[src/rtl/reg_file_wb_arbiter_if.sv]
// Writeback bundle between the two writeback requesters (ALU path A,
// load-return path L) and the register-file write port.
//   slave  : seen by the arbiter (requests in, readies and RF write out)
//   master : seen by whatever drives the requests and watches the RF port
interface reg_file_wb_arbiter_if #(
  parameter int DATA_W = 32,
  parameter int ADDR_W = 5,
  parameter int CNT_W  = 16
);
  // ALU / immediate requester
  logic              w_a_valid;
  logic              w_a_ready;
  logic              w_a_imm_op;
  logic [ADDR_W-1:0] w_a_waddr;
  logic [DATA_W-1:0] w_a_result;
  logic [15:0]       w_a_imm16;
  // Load-return requester
  logic              w_l_valid;
  logic              w_l_ready;
  logic              w_l_byte_op;
  logic              w_l_signed;
  logic [1:0]        w_l_boff;
  logic [ADDR_W-1:0] w_l_waddr;
  logic [DATA_W-1:0] w_l_rdata;
  // Squash of the ALU path
  logic              w_flush;
  // Register-file write port and monitoring
  logic              w_rf_we;
  logic [ADDR_W-1:0] w_rf_waddr;
  logic [DATA_W-1:0] w_rf_wdata;
  logic [1:0]        w_wdata_sel;
  logic [CNT_W-1:0]  w_conflict_cnt;

  modport slave (
    input  w_a_valid, w_a_imm_op, w_a_waddr, w_a_result, w_a_imm16,
    input  w_l_valid, w_l_byte_op, w_l_signed, w_l_boff, w_l_waddr, w_l_rdata,
    input  w_flush,
    output w_a_ready, w_l_ready,
    output w_rf_we, w_rf_waddr, w_rf_wdata, w_wdata_sel, w_conflict_cnt
  );

  modport master (
    output w_a_valid, w_a_imm_op, w_a_waddr, w_a_result, w_a_imm16,
    output w_l_valid, w_l_byte_op, w_l_signed, w_l_boff, w_l_waddr, w_l_rdata,
    output w_flush,
    input  w_a_ready, w_l_ready,
    input  w_rf_we, w_rf_waddr, w_rf_wdata, w_wdata_sel, w_conflict_cnt
  );
endinterface

[src/rtl/reg_file_wb_arbiter.sv]
// Register-file writeback arbiter.
// Shares the single register-file write port between the ALU/immediate path
// (A) and the load-return path (L). Round-robin on conflict, write data is
// formatted (ALU, LUI, load word, extended load byte) and registered so a
// grant in cycle N writes in cycle N+1. Counts conflict cycles, saturating.
// Ports:
//   clock   : rising-edge clock
//   reset_n : asynchronous active-low reset
//   bus     : writeback bundle (slave modport) - requests, readies, RF port,
//             conflict counter
module reg_file_wb_arbiter #(
  parameter int DATA_W = 32,
  parameter int ADDR_W = 5,
  parameter int CNT_W  = 16
) (
  input  logic                  clock,
  input  logic                  reset_n,
  reg_file_wb_arbiter_if.slave  bus
);

  localparam logic [1:0] SEL_LW  = 2'b00;
  localparam logic [1:0] SEL_LB  = 2'b01;
  localparam logic [1:0] SEL_LUI = 2'b10;
  localparam logic [1:0] SEL_ALU = 2'b11;

  localparam logic [CNT_W-1:0] CNT_ONE = {{(CNT_W-1){1'b0}}, 1'b1};

  // Priority pointer names the requester that wins the next conflict.
  typedef enum logic {
    PTR_L = 1'b0,
    PTR_A = 1'b1
  } ptr_t;

  ptr_t r_ptr;
  ptr_t w_ptr_nxt;

  logic w_a_elig;
  logic w_l_elig;
  logic w_conflict;
  logic w_grant_a;
  logic w_grant_l;

  logic              w_grant_p0;
  logic [ADDR_W-1:0] w_waddr_p0;
  logic [DATA_W-1:0] w_wdata_p0;
  logic [1:0]        w_sel_p0;

  logic              r_we_p1;
  logic [ADDR_W-1:0] r_waddr_p1;
  logic [DATA_W-1:0] r_wdata_p1;
  logic [1:0]        r_sel_p1;
  logic [CNT_W-1:0]  r_conflict_cnt;

  function automatic logic [DATA_W-1:0] fmt_lui(input logic [15:0] imm16);
    return {imm16, {(DATA_W-16){1'b0}}};
  endfunction

  function automatic logic [DATA_W-1:0] fmt_load_byte(
    input logic [DATA_W-1:0] word,
    input logic [1:0]        boff,
    input logic              sgn
  );
    logic [7:0] b;
    b = word[8*boff +: 8];
    return sgn ? {{(DATA_W-8){b[7]}}, b} : {{(DATA_W-8){1'b0}}, b};
  endfunction

  function automatic logic [CNT_W-1:0] sat_inc(input logic [CNT_W-1:0] cnt);
    return (cnt == {CNT_W{1'b1}}) ? cnt : cnt + CNT_ONE;
  endfunction

  // ---- Stage p0: eligibility, arbitration, pointer next-state ----
  always_comb begin
    w_a_elig   = bus.w_a_valid && !bus.w_flush;
    w_l_elig   = bus.w_l_valid;
    w_conflict = w_a_elig && w_l_elig;
    w_grant_a  = w_a_elig && (!w_l_elig || (r_ptr == PTR_A));
    w_grant_l  = w_l_elig && (!w_a_elig || (r_ptr == PTR_L));
    w_ptr_nxt  = r_ptr;
    // The winner of a conflict hands priority to the loser.
    if (w_conflict) begin
      w_ptr_nxt = (r_ptr == PTR_L) ? PTR_A : PTR_L;
    end
  end

  always_ff @(posedge clock or negedge reset_n) begin
    if (!reset_n) begin
      r_ptr <= PTR_L;
    end else begin
      r_ptr <= w_ptr_nxt;
    end
  end

  assign bus.w_a_ready = w_grant_a;
  assign bus.w_l_ready = w_grant_l;

  // ---- Stage p0: write-data formatting for the granted requester ----
  always_comb begin
    w_grant_p0 = 1'b0;
    w_waddr_p0 = '0;
    w_wdata_p0 = '0;
    w_sel_p0   = SEL_LW;
    if (w_grant_a) begin
      w_grant_p0 = 1'b1;
      w_waddr_p0 = bus.w_a_waddr;
      if (bus.w_a_imm_op) begin
        w_wdata_p0 = fmt_lui(bus.w_a_imm16);
        w_sel_p0   = SEL_LUI;
      end else begin
        w_wdata_p0 = bus.w_a_result;
        w_sel_p0   = SEL_ALU;
      end
    end else if (w_grant_l) begin
      w_grant_p0 = 1'b1;
      w_waddr_p0 = bus.w_l_waddr;
      if (bus.w_l_byte_op) begin
        w_wdata_p0 = fmt_load_byte(bus.w_l_rdata, bus.w_l_boff, bus.w_l_signed);
        w_sel_p0   = SEL_LB;
      end else begin
        w_wdata_p0 = bus.w_l_rdata;
        w_sel_p0   = SEL_LW;
      end
    end
  end

  // ---- Stage p1: registered register-file write ----
  // Register 0 is hard-wired, so its write enable is suppressed while the
  // address, data and sel still follow the granted request.
  always_ff @(posedge clock or negedge reset_n) begin
    if (!reset_n) begin
      r_we_p1    <= 1'b0;
      r_waddr_p1 <= '0;
      r_wdata_p1 <= '0;
      r_sel_p1   <= SEL_LW;
    end else if (w_grant_p0) begin
      r_we_p1    <= (w_waddr_p0 != '0);
      r_waddr_p1 <= w_waddr_p0;
      r_wdata_p1 <= w_wdata_p0;
      r_sel_p1   <= w_sel_p0;
    end else begin
      r_we_p1    <= 1'b0;
    end
  end

  always_ff @(posedge clock or negedge reset_n) begin
    if (!reset_n) begin
      r_conflict_cnt <= '0;
    end else if (w_conflict) begin
      r_conflict_cnt <= sat_inc(r_conflict_cnt);
    end
  end

  assign bus.w_rf_we        = r_we_p1;
  assign bus.w_rf_waddr     = r_waddr_p1;
  assign bus.w_rf_wdata     = r_wdata_p1;
  assign bus.w_wdata_sel    = r_sel_p1;
  assign bus.w_conflict_cnt = r_conflict_cnt;

endmodule
[src/flat_wrapper.sv]
// flat-port wrapper written by rule: the top's interface ports become plain ports
module reg_file_wb_arbiter_flat 
#(
  parameter int DATA_W = 32,
  parameter int ADDR_W = 5,
  parameter int CNT_W  = 16
)
  (clock, reset_n, bus_w_a_valid, bus_w_a_imm_op, bus_w_a_waddr, bus_w_a_result, bus_w_a_imm16, bus_w_l_valid, bus_w_l_byte_op, bus_w_l_signed, bus_w_l_boff, bus_w_l_waddr, bus_w_l_rdata, bus_w_flush, bus_w_a_ready, bus_w_l_ready, bus_w_rf_we, bus_w_rf_waddr, bus_w_rf_wdata, bus_w_wdata_sel, bus_w_conflict_cnt);
  reg_file_wb_arbiter_if #(.DATA_W(DATA_W), .ADDR_W(ADDR_W), .CNT_W(CNT_W)) bus_i ();
  input  logic clock;
  input  logic reset_n;
  input wire logic [$bits(bus_i.w_a_valid)-1:0] bus_w_a_valid;
  input wire logic [$bits(bus_i.w_a_imm_op)-1:0] bus_w_a_imm_op;
  input wire logic [$bits(bus_i.w_a_waddr)-1:0] bus_w_a_waddr;
  input wire logic [$bits(bus_i.w_a_result)-1:0] bus_w_a_result;
  input wire logic [$bits(bus_i.w_a_imm16)-1:0] bus_w_a_imm16;
  input wire logic [$bits(bus_i.w_l_valid)-1:0] bus_w_l_valid;
  input wire logic [$bits(bus_i.w_l_byte_op)-1:0] bus_w_l_byte_op;
  input wire logic [$bits(bus_i.w_l_signed)-1:0] bus_w_l_signed;
  input wire logic [$bits(bus_i.w_l_boff)-1:0] bus_w_l_boff;
  input wire logic [$bits(bus_i.w_l_waddr)-1:0] bus_w_l_waddr;
  input wire logic [$bits(bus_i.w_l_rdata)-1:0] bus_w_l_rdata;
  input wire logic [$bits(bus_i.w_flush)-1:0] bus_w_flush;
  output wire logic [$bits(bus_i.w_a_ready)-1:0] bus_w_a_ready;
  output wire logic [$bits(bus_i.w_l_ready)-1:0] bus_w_l_ready;
  output wire logic [$bits(bus_i.w_rf_we)-1:0] bus_w_rf_we;
  output wire logic [$bits(bus_i.w_rf_waddr)-1:0] bus_w_rf_waddr;
  output wire logic [$bits(bus_i.w_rf_wdata)-1:0] bus_w_rf_wdata;
  output wire logic [$bits(bus_i.w_wdata_sel)-1:0] bus_w_wdata_sel;
  output wire logic [$bits(bus_i.w_conflict_cnt)-1:0] bus_w_conflict_cnt;
  assign bus_i.w_a_valid = bus_w_a_valid;
  assign bus_i.w_a_imm_op = bus_w_a_imm_op;
  assign bus_i.w_a_waddr = bus_w_a_waddr;
  assign bus_i.w_a_result = bus_w_a_result;
  assign bus_i.w_a_imm16 = bus_w_a_imm16;
  assign bus_i.w_l_valid = bus_w_l_valid;
  assign bus_i.w_l_byte_op = bus_w_l_byte_op;
  assign bus_i.w_l_signed = bus_w_l_signed;
  assign bus_i.w_l_boff = bus_w_l_boff;
  assign bus_i.w_l_waddr = bus_w_l_waddr;
  assign bus_i.w_l_rdata = bus_w_l_rdata;
  assign bus_i.w_flush = bus_w_flush;
  assign bus_w_a_ready = bus_i.w_a_ready;
  assign bus_w_l_ready = bus_i.w_l_ready;
  assign bus_w_rf_we = bus_i.w_rf_we;
  assign bus_w_rf_waddr = bus_i.w_rf_waddr;
  assign bus_w_rf_wdata = bus_i.w_rf_wdata;
  assign bus_w_wdata_sel = bus_i.w_wdata_sel;
  assign bus_w_conflict_cnt = bus_i.w_conflict_cnt;
  reg_file_wb_arbiter #(.DATA_W(DATA_W), .ADDR_W(ADDR_W), .CNT_W(CNT_W)) u_core (.clock(clock), .reset_n(reset_n), .bus(bus_i));
endmodule
[config.mk]
export PLATFORM = sky130hd
export DESIGN_NAME = reg_file_wb_arbiter_flat
export DESIGN_NICKNAME = d
export VERILOG_FILES = /design/src/rtl/reg_file_wb_arbiter_if.sv /design/src/rtl/reg_file_wb_arbiter.sv /design/src/flat_wrapper.sv
export SDC_FILE = /design/constraint.sdc
export NUM_CORES = 1
export LEC_CHECK = 0
export CORE_MARGIN = 10
export CORE_UTILIZATION = 65
export CTS_CLUSTER_SIZE = 8
export DETAILED_ROUTE_END_ITERATION = 8
export DONT_BUFFER_PORTS = 1
export GPL_ROUTABILITY_DRIVEN = 0
export PLACE_DENSITY = 0.85
export SYNTH_ARGS = -nofsm -noshare
export SYNTH_HDL_FRONTEND = slang
export SYNTH_SLANG_ARGS = --single-unit
[constraint.sdc]
create_clock -name clock -period 5.17 [get_ports clock]
set_input_delay 0.517 -clock clock [delete_from_list [all_inputs] [get_ports clock]]
set_output_delay 0.517 -clock clock [all_outputs]
set_load 0.01 [all_outputs]
==> results of run 1 <==
## worst min path at each step
stage,end,slack [ps],depth (start not counted)
5_1_grt,u_core.bus.w_conflict_cnt[6]$_DFFE_PN0P_,50,1
3_3_place_gp,u_core.bus.w_conflict_cnt[6]$_DFFE_PN0P_,220,0
4_1_cts,u_core.bus.w_conflict_cnt[7]$_DFFE_PN0P_,50,1
3_5_place_dp,u_core.bus.w_conflict_cnt[7]$_DFFE_PN0P_,220,0
6_report,u_core.bus.w_conflict_cnt[7]$_DFFE_PN0P_,40,1
2_1_floorplan,u_core.bus.w_conflict_cnt[0]$_DFFE_PN0P_,220,0
## cells by family (layout without fill, tap and decap cells)
kind of cell,count (synthesis),count (layout),share of synthesized area [%]
fa+ha+maj,1,1,0.403
simple gates,86,86,14.0
compound gates,91,91,23.5
flops,57,57,45.9
buf+inv,30,28,4.63
xor+xnor,15,15,4.23
mux,21,21,7.25
## through the flow
stage | cells | hold slack [ps] | instance area [sq um] | power, uW
floorplan | 301 | 221 | 3110 | 763
global placement | 338 | 223 | 3090 | 798
detailed placement | 338 | 223 | 3090 | 812
CTS | 353 | 48.5 | 3330 | 1280
global route | 353 | 47.0 | 3330 | 1330
finish | 353 | 38.2 | 3330 | 1280
## cell usage after synthesis (5+ instances only)
library cell	number
o2bb2ai_1	10
o221ai_1	8
nor2_1	19
xnor2_1	7
clkbuf_1	11
o211ai_1	6
xor2_1	8
o22a_1	18
a22o_1	8
inv_1	9
nand2_1	23
nand2b_1	7
nand3_1	11
o2111ai_1	7
nand4_1	5
mux2i_1	18
dfrtp_1	57
a21oi_1	19
## cell type report
cell class / instances / area [sq um]
fill: 354 / 1360
inverter: 10 / 37.5
sequential: 57 / 1430
clock inverter: 3 / 65.1
tap: 54 / 67.6
timing repair buffer: 4 / 50.0
multi-input combinational: 214 / 1540
clock buffer: 11 / 151
## sequential cells by signal, indices dropped and copies added (netlist names)
register	count
u_core.bus.w_rf_we	1
u_core.bus.w_wdata_sel	2
u_core.bus.w_rf_wdata	32
u_core.r_ptr	1
u_core.bus.w_rf_waddr	5
u_core.bus.w_conflict_cnt	16
## worst max-delay path: cells and delay by family, from the launching register on
| family | cells | cell delay, ps |
|---|---|---|
| mux | 1 | 380 |
| simple gates | 1 | 180 |
| flops | 1 | 480 |
| fa+ha+maj | 1 | 230 |
| compound gates | 1 | 620 |
## where the power goes
part / internal [uW] / switching [uW]
clock: 291 / 172
combinational: 86.0 / 96.8
sequential: 517 / 113
total: 895 / 382
## routing by layer
layer,GRT usage (%),vias to the layer above
met2,37.3,135
met4,8.53,0
met5,0,-
met1,26.5,1228
li1,-,1134
met3,10.4,19
## repair_timing
item                                   in CTS  in global routing
hold buffers                                1                  0
endpoints found under the hold margin      57                  0
resized for setup                           0                  0
setup buffers                               0                  0
==> flow_metrics.tcl, run 1 <==
set metrics [dict create \
    outcome "finished, final reports clean" \
    worstHoldPathType "in2async" \
    yosysWarningCount 0 \
    synth-seq-area-share_pct 45.9 \
    nets 397 \
    crit_start "u_core.bus.w_conflict_cnt[0]$_DFFE_PN0P_" \
    grt_max_degree 58 \
    ys_ff_latch 57 \
    slew_headroom_pct 17.5 \
    start_util_pct 66.2 \
    antenna_found_initial 0 \
    clkSlewWorstSetupHoldPaths_ps 70 \
    io_pins 158 \
    highest_layer "met4" \
    drive_above_1_share_pct 8.03 \
    tns_ps 0 \
    final_cell_mix "57 x dfrtp_1, 23 x nand2_1, 19 x a21oi_1, 19 x nor2_1" \
    synth_cell_types 49 \
    cp_max_fo 8 \
    synth_edf_count 0 \
    arrival_ps 2230 \
    htree_levels 3 \
    synthesis.nets 402 \
    rr_endpoint "u_core.bus.w_conflict_cnt[1]$_DFFE_PN0P_" \
    syn_inst 301 \
    wl_met2_um 4600 \
    synth_top_area_share_pct 45.9 \
    hpwl_um 7210 \
    dr.pass1.iters 4 \
    timing.fmax_mhz 497 \
    synthTopCellsByArea "dfrtp_1 46%, mux2i_1 5.8%, o22a_1 5.1%" \
    setup_viol 0 \
    powerDensity_mw_per_mm2 383 \
    finalHoldViolCount 0 \
    die_h_um 89.1 \
    dp_slack_ps 3040 \
    vdd_drop_max_mv 0.240 \
    reg2reg_depth 4 \
    p_leak_uw 0.00148 \
    die_x_um 89.1 \
    grt_pass1_wl_um 14100 \
    synth_ff_type "dfrtp_1" \
    worstSetupPathType "reg2reg" \
    cts_tree "built" \
    io_buffers 0 \
    cts_buffer_depth 2 \
    max_cap_viol_count 0 \
    root_buffer "clkbuf_8" \
    routed_via_density 7.13 \
    core_area_sq_mm 0.00469 \
    syn_area_per_cell_sq_um 10.3 \
    drt-initial-drc-count 89 \
    grt_overflow 0 \
    crit_chain "ha_1 > nand3_1 > o41ai_4 > mux2_1" \
    syn2layout_area_growth_pct 7.33 \
    yosys.area.top_type "dfrtp_1" \
    via_count 2516 \
    grt_pass1_vias 2618 \
    async_flop_share_pct 100 \
    numCtsBuffers 9 \
    numClockSinks 57 \
    routed_wl_um 9410 \
    wl_met3_um 1180 \
    critPathCaptureType "register" \
    setup_slack_ps 3160 \
    cp_slowest_cell "o41ai_4" \
    die_area_sq_mm 0.00794 \
    drc_errors 0 \
    tightest_slew_ps 1240 \
    post-route-min-period_ps 2010 \
    layout_commonest_cell "dfrtp_1" \
    crit_end "u_core.bus.w_conflict_cnt[1]$_DFFE_PN0P_" \
    n_antenna_cell 0 \
    grt_use_total_pct 23.1 \
    rr_startpoint "u_core.bus.w_conflict_cnt[0]$_DFFE_PN0P_" \
    final_util_pct 71.0 \
    ant_nets 0 \
    rows 25 \
    start_kind "register" \
    wire_per_inst_um 26.7 \
    slowest_delay_ps 620 \
    fin_worst_skew_ps 3.73 \
    min_period_over_period_pct 38.9 \
    clk_latency_ps 330 \
    rsz0062_at_grt "no" \
    finalMaxSlewViolations 0 \
    met1_length_um 3440 \
    synth_area_sq_mm 0.00311 \
    cp_data_required_time_ps 5390 \
    rrSetupSlack_ps 3160 \
]
Power figures use the tool's default switching activity.
==> inputs of run 2 (changes only) <==
--- a/config.mk
+++ b/config.mk
@@ -6,12 +6,12 @@
 export NUM_CORES = 1
 export LEC_CHECK = 0
 export CORE_MARGIN = 10
-export CORE_UTILIZATION = 65
+export CORE_UTILIZATION = 57
 export CTS_CLUSTER_SIZE = 8
 export DETAILED_ROUTE_END_ITERATION = 8
 export DONT_BUFFER_PORTS = 1
 export GPL_ROUTABILITY_DRIVEN = 0
-export PLACE_DENSITY = 0.85
+export PLACE_DENSITY = 0.79
 export SYNTH_ARGS = -nofsm -noshare
 export SYNTH_HDL_FRONTEND = slang
 export SYNTH_SLANG_ARGS = --single-unit
==> constraint.sdc (replaced) <==
create_clock -name clock -period 1.69 [get_ports clock]
set_input_delay 0.169 -clock clock [delete_from_list [all_inputs] [get_ports clock]]
set_output_delay 0.169 -clock clock [all_outputs]
set_load 0.01 [all_outputs]
==> run 2 against run 1 <==
Against the previous run: first-iteration DRC count grew 16%; die area grew 11%; largest cell class unchanged; clock-buffer cell count shrank 2; clock power grew to 3.0 times the previous value; combinational power grew to 4.8 times the previous value; global-route usage grew 0.19 points; cell area grew 12%; critical endpoint is now bus_w_a_ready; cell count grew 16%; critical path type is now reg2out; wire length grew 12%.
==> flow_metrics.tcl, run 2 (synthesized netlist as in run 1, its figures left out) <==
set metrics [dict create \
    numCtsBuffers 9 \
    die_x_um 93.8 \
    grt_use_met2_pct 37.9 \
    busiest_layer "met2" \
    htree_levels 3 \
    grt_use_met1_pct 26.1 \
    vdd_drop_max_mv 0.654 \
    rows 26 \
    arrival_ps 1480 \
    min_period_over_period_pct 97.8 \
    instances_no_fill 411 \
    num-fill-cells 392 \
    drive_above_1_share_pct 18.8 \
    nets 437 \
    max_cap_viol_count 0 \
    die_h_um 93.8 \
    die_area_sq_mm 0.00880 \
    hpwl_um 7750 \
    layout_commonest_cell "dfrtp_1" \
    cts_tree "built" \
    root_buffer "clkbuf_8" \
    timing.fmax_mhz 605 \
    dp_cells 379 \
    gr-usage-met3_pct 10.2 \
    setup_viol 0 \
    final_cell_mix "56 x dfrtp_1, 32 x buf_4, 23 x nand2_1" \
    drt-initial-drc-count 103 \
    fin_worst_skew_ps 10.6 \
    ant_nets 0 \
    start_util_pct 59.7 \
    post-route-min-period_ps 1650 \
    via_count 2764 \
    worstHoldPathType "in2reg" \
    grt_overflow 0 \
    syn2layout_area_growth_pct 20.4 \
    grt_max_degree 58 \
    powerDensity_mw_per_mm2 1110 \
    clk_latency_ps 340 \
    outcome "finished, final reports clean" \
    clkSlewWorstSetupHoldPaths_ps 80 \
    io_buffers 0 \
    cp_data_required_time_ps 1520 \
    grt_pass1_wl_um 16000 \
    tightest_slew_ps 690 \
    tns_ps 0 \
    p_leak_uw 0.00166 \
    critPathCaptureType "output pin" \
    n_antenna_cell 0 \
    dr.pass1.iters 4 \
    grt_use_total_pct 23.3 \
    io_pins 158 \
    largest_reg_flops 32 \
    finalMaxSlewViolations 0 \
    cp_max_fo 8 \
    slew_headroom_pct 53.8 \
    worstSetupPathType "reg2out" \
    wire_per_inst_um 25.7 \
    start_kind "register" \
    finalHoldViolCount 0 \
    core_area_sq_mm 0.00520 \
    cts_buffer_depth 2 \
    drc_errors 0 \
    routed_wl_um 10600 \
    grt_pass1_vias 2864 \
    antenna_found_initial 0 \
    numClockSinks 57 \
    routed_via_density 6.73 \
]
## run 2: cell count changes in the layout (fill, tap and decap cells not counted), moves of 2 or more
cell / before / now
buf_4: 3 / 32
dlygate4sd3_1: 0 / 11
clkinvlp_4: 0 / 5
clkbuf_8: 11 / 9
## run 2: final cells by class
class,count,area (sq um),area share [%]
clock buffers,9,124,3.31
inverters,10,41.3,1.10
repair buffers,44,378,10.1
flip-flops and latches,57,1430,38.2
clock inverters,7,95.1,2.54
well taps,70,87.6,2.34
multi-input cells,214,1590,42.4
## run 2: metal layers
| metal | up-vias | share of wire, % |
|---|---|---|
| met4 | 0 | 3.0 |
| met3 | 30 | 13 |
| met1 | 1347 | 36 |
| met2 | 177 | 48 |
| li1 | 1210 | - |
| met5 | - | 0 |
## run 2: final timing paths
path | slack, ps | from | cells after the start | to
hold / removal | 10 | bus_w_l_waddr[4] | 2 | u_core.bus.w_rf_waddr[4]$_DFFE_PN0P_
setup / recovery | 40 | u_core.r_ptr$_DFFE_PN0P_ | 4 | bus_w_a_ready
max in group asynchronous | 1080 | reset_n | 2 | u_core.bus.w_conflict_cnt[0]$_DFFE_PN0P_
setup reg to reg | 70 | u_core.bus.w_conflict_cnt[1]$_DFFE_PN0P_ | 5 | u_core.bus.w_conflict_cnt[2]$_DFFE_PN0P_
hold reg to reg | 570 | u_core.bus.w_conflict_cnt[2]$_DFFE_PN0P_ | 1 | u_core.bus.w_conflict_cnt[2]$_DFFE_PN0P_
min in group asynchronous | 370 | reset_n | 2 | u_core.bus.w_wdata_sel[1]$_DFFE_PN0P_
## run 2: critical path, cell delays in order, from the launching register on
cell	delay, ps
dfrtp_1	380
buf_4	160
o21ai_2	210
clkinvlp_4	210
buf_4	190
## run 2: metrics by stage
step | hold WS, ps | cell area, sq um | power (uW) | utilization, % | setup slack [ps]
6_report | 10.5 | 3740 | 4140 | 71.9 | 37.6
5_1_grt | 5.15 | 3740 | 4330 | 71.9 | -14.9
4_1_cts | 0.779 | 3680 | 4110 | 70.8 | 23.4
3_5_place_dp | -125 | 3330 | 2650 | 63.9 | 15.6
3_3_place_gp | -125 | 3330 | 2620 | 63.9 | 53.8
2_1_floorplan | -127 | 3130 | 2370 | - | -45.7
## run 2: what timing repair did
action,in CTS,in global routing
pin swaps,0,2
buffers inserted,0,4
endpoints found under the setup margin,2,20
endpoints found under the hold margin,64,0
hold buffers,12,0
resized for setup,1,4
## run 2: power breakdown
group | internal [uW] | switching, uW | leakage (uW) | total [uW]
logic | 420 | 455 | 0.000851 | 875
clock network | 826 | 588 | 0.0000975 | 1410
registers | 1590 | 268 | 0.000707 | 1850
total | 2830 | 1310 | 0.00166 | 4140
==> inputs of run 3 (changes only) <==
--- a/config.mk
+++ b/config.mk
@@ -5,13 +5,13 @@
 export SDC_FILE = /design/constraint.sdc
 export NUM_CORES = 1
 export LEC_CHECK = 0
-export CORE_MARGIN = 10
-export CORE_UTILIZATION = 57
+export CORE_MARGIN = 1
+export CORE_UTILIZATION = 40
 export CTS_CLUSTER_SIZE = 8
 export DETAILED_ROUTE_END_ITERATION = 8
 export DONT_BUFFER_PORTS = 1
 export GPL_ROUTABILITY_DRIVEN = 0
-export PLACE_DENSITY = 0.79
+export PLACE_DENSITY = 0.6
 export SYNTH_ARGS = -nofsm -noshare
 export SYNTH_HDL_FRONTEND = slang
 export SYNTH_SLANG_ARGS = --single-unit
==> run 3 against run 2 <==
Against the previous run: register-to-register slack worse by 20 ps; critical path type is now reg2reg; via count is 5.1% lower; power is 5.8% higher; sequential share of layout area is 0.95 points lower; largest power group unchanged; worst hold slack better by 13 ps; maximum frequency is 0.71% higher; critical path depth is 1 higher; largest cell class unchanged; setup slack better by 12 ps.
==> flow_metrics.tcl, run 3 (synthesized netlist as in run 1, its figures left out) <==
set metrics [dict create \
    dp_slack_ps -6.50 \
    num-fill-cells 676 \
    start_kind "register" \
    fin_worst_skew_ps 7.73 \
    hold_depth 2 \
    drive_above_1_share_pct 19.2 \
    finalHoldViolCount 0 \
    routed_wl_um 9530 \
    core_area_sq_mm 0.00737 \
    wire_per_inst_um 21.8 \
    max_cap_viol_count 0 \
    drt-initial-drc-count 117 \
    cts_tree "built" \
    clkSlewWorstSetupHoldPaths_ps 70 \
    grt_pass1_vias 2668 \
    outcome "finished, final reports clean" \
    rsz0062_at_grt "no" \
    io_pins 158 \
    syn2layout_area_growth_pct 23.5 \
    dr.pass1.iters 6 \
    nets 435 \
    clk_latency_ps 330 \
    die_x_um 90.1 \
    root_buffer "clkbuf_8" \
    io_buffers 0 \
    hpwl_um 6790 \
    setup_viol 0 \
    power_uw 4380 \
    cp_data_required_time_ps 1910 \
    worstSetupPathType "reg2reg" \
    final_util_pct 52.0 \
    finalMaxSlewViolations 0 \
    ant_nets 0 \
    slew_headroom_pct 53.7 \
    cp_max_fo 4 \
    largest_reg_flops 32 \
    critPathCaptureType "register" \
    tns_ps 0 \
    vdd_drop_max_mv 0.546 \
    grt_pass1_wl_um 14900 \
    grt_use_total_pct 23.9 \
    final_cell_mix "56 x dfrtp_1, 27 x buf_4, 23 x nand2_1" \
    post-route-min-period_ps 1640 \
    die_h_um 90.1 \
    start_util_pct 42.1 \
    p_leak_uw 0.00168 \
    arrival_ps 1860 \
    setup_slack_ps 49.2 \
    cts_buffer_depth 2 \
    grt_max_degree 58 \
    numCtsBuffers 9 \
    die_area_sq_mm 0.00812 \
    numClockSinks 57 \
    tightest_slew_ps 692 \
    drc_errors 0 \
    grt_overflow 0 \
    powerDensity_mw_per_mm2 1140 \
    routed_via_density 5.99 \
    layout_commonest_cell "dfrtp_1" \
    htree_levels 3 \
    dp_cells 407 \
    reg2reg_depth 5 \
    rows 31 \
    antenna_found_initial 0 \
    instances_no_fill 438 \
    timing.fmax_mhz 609 \
    via_count 2622 \
    n_antenna_cell 0 \
    worstHoldPathType "in2reg" \
    min_period_over_period_pct 97.1 \
]
[run 3: cell types whose count changed in the layout (fill, tap and decap cells not counted)]
cell / change
nor2_2: +1
nor2_1: -2
nor3_1: -3
clkbuf_8: +3
bufinv_16: +1
clkinv_2: -1
dlygate4sd3_1: +2
nor2_4: +1
buf_4: -5
nor3_2: +3
inv_2: +1
buf_6: +1
clkinvlp_4: -4
[run 3: metrics by stage]
step / hold slack [ps] / area (sq um)
after CTS: 14.3 / 3780
after detailed placement: -125 / 3350
after global routing: 12.1 / 3830
after global placement: -125 / 3350
final: 23.7 / 3830
after floorplan: -127 / 3130
[run 3: area by class of cell]
type / instances / area [sq um] / area share (%)
sequential: 57 / 1430 / 37.2
timing repair buffer: 42 / 372 / 9.69
clock inverter: 4 / 97.6 / 2.54
multi-input combinational: 214 / 1610 / 42.0
tap: 99 / 124 / 3.23
inverter: 10 / 37.5 / 0.979
clock buffer: 12 / 165 / 4.31
[run 3: what timing repair did]
action,CTS,global route
buffers inserted,0,1
gates resized for setup,2,10
hold buffers,14,0
endpoints found under the hold margin,64,0
pin swaps,0,3
setup endpoints to repair,18,10
cloned,0,0
[run 3: where the power goes]
part           internal [uW]  leakage (uW)  total, uW  switching, uW
Combinational            411      0.000847        871            460
Sequential              1590      0.000707       1830            246
Clock                   1100      0.000129       1680            580
[run 3: worst paths after layout]
check,start,end,slack [ps]
max,u_core.bus.w_conflict_cnt[0]$_DFFE_PN0P_,u_core.bus.w_conflict_cnt[2]$_DFFE_PN0P_,50
min,bus_w_a_waddr[2],u_core.bus.w_rf_we$_DFF_PN0_,20
max reg2reg,u_core.bus.w_conflict_cnt[0]$_DFFE_PN0P_,u_core.bus.w_conflict_cnt[2]$_DFFE_PN0P_,50
min reg2reg,u_core.bus.w_rf_wdata[29]$_DFFE_PN0P_,u_core.bus.w_rf_wdata[29]$_DFFE_PN0P_,570
max in group asynchronous,reset_n,u_core.bus.w_conflict_cnt[0]$_DFFE_PN0P_,1050
min in group asynchronous,reset_n,u_core.bus.w_rf_wdata[8]$_DFFE_PN0P_,400
[run 3: worst max-delay path, cell delays in order (launching register included)]
cell and delay (ps):
dfrtp_2 390, ha_4 160, nand3_4 100, or4_4 560, and3_4 170, xor2_1 130
[run 3: metal layers]
layer  share of wire [%]  vias up  GRT usage (%)
met2                  48      125           38.5
met1                  42     1273           29.9
met4                 1.4        0           6.59
li1                    -     1213              -
met5                   0        -              0
met3                 7.9       11           8.97
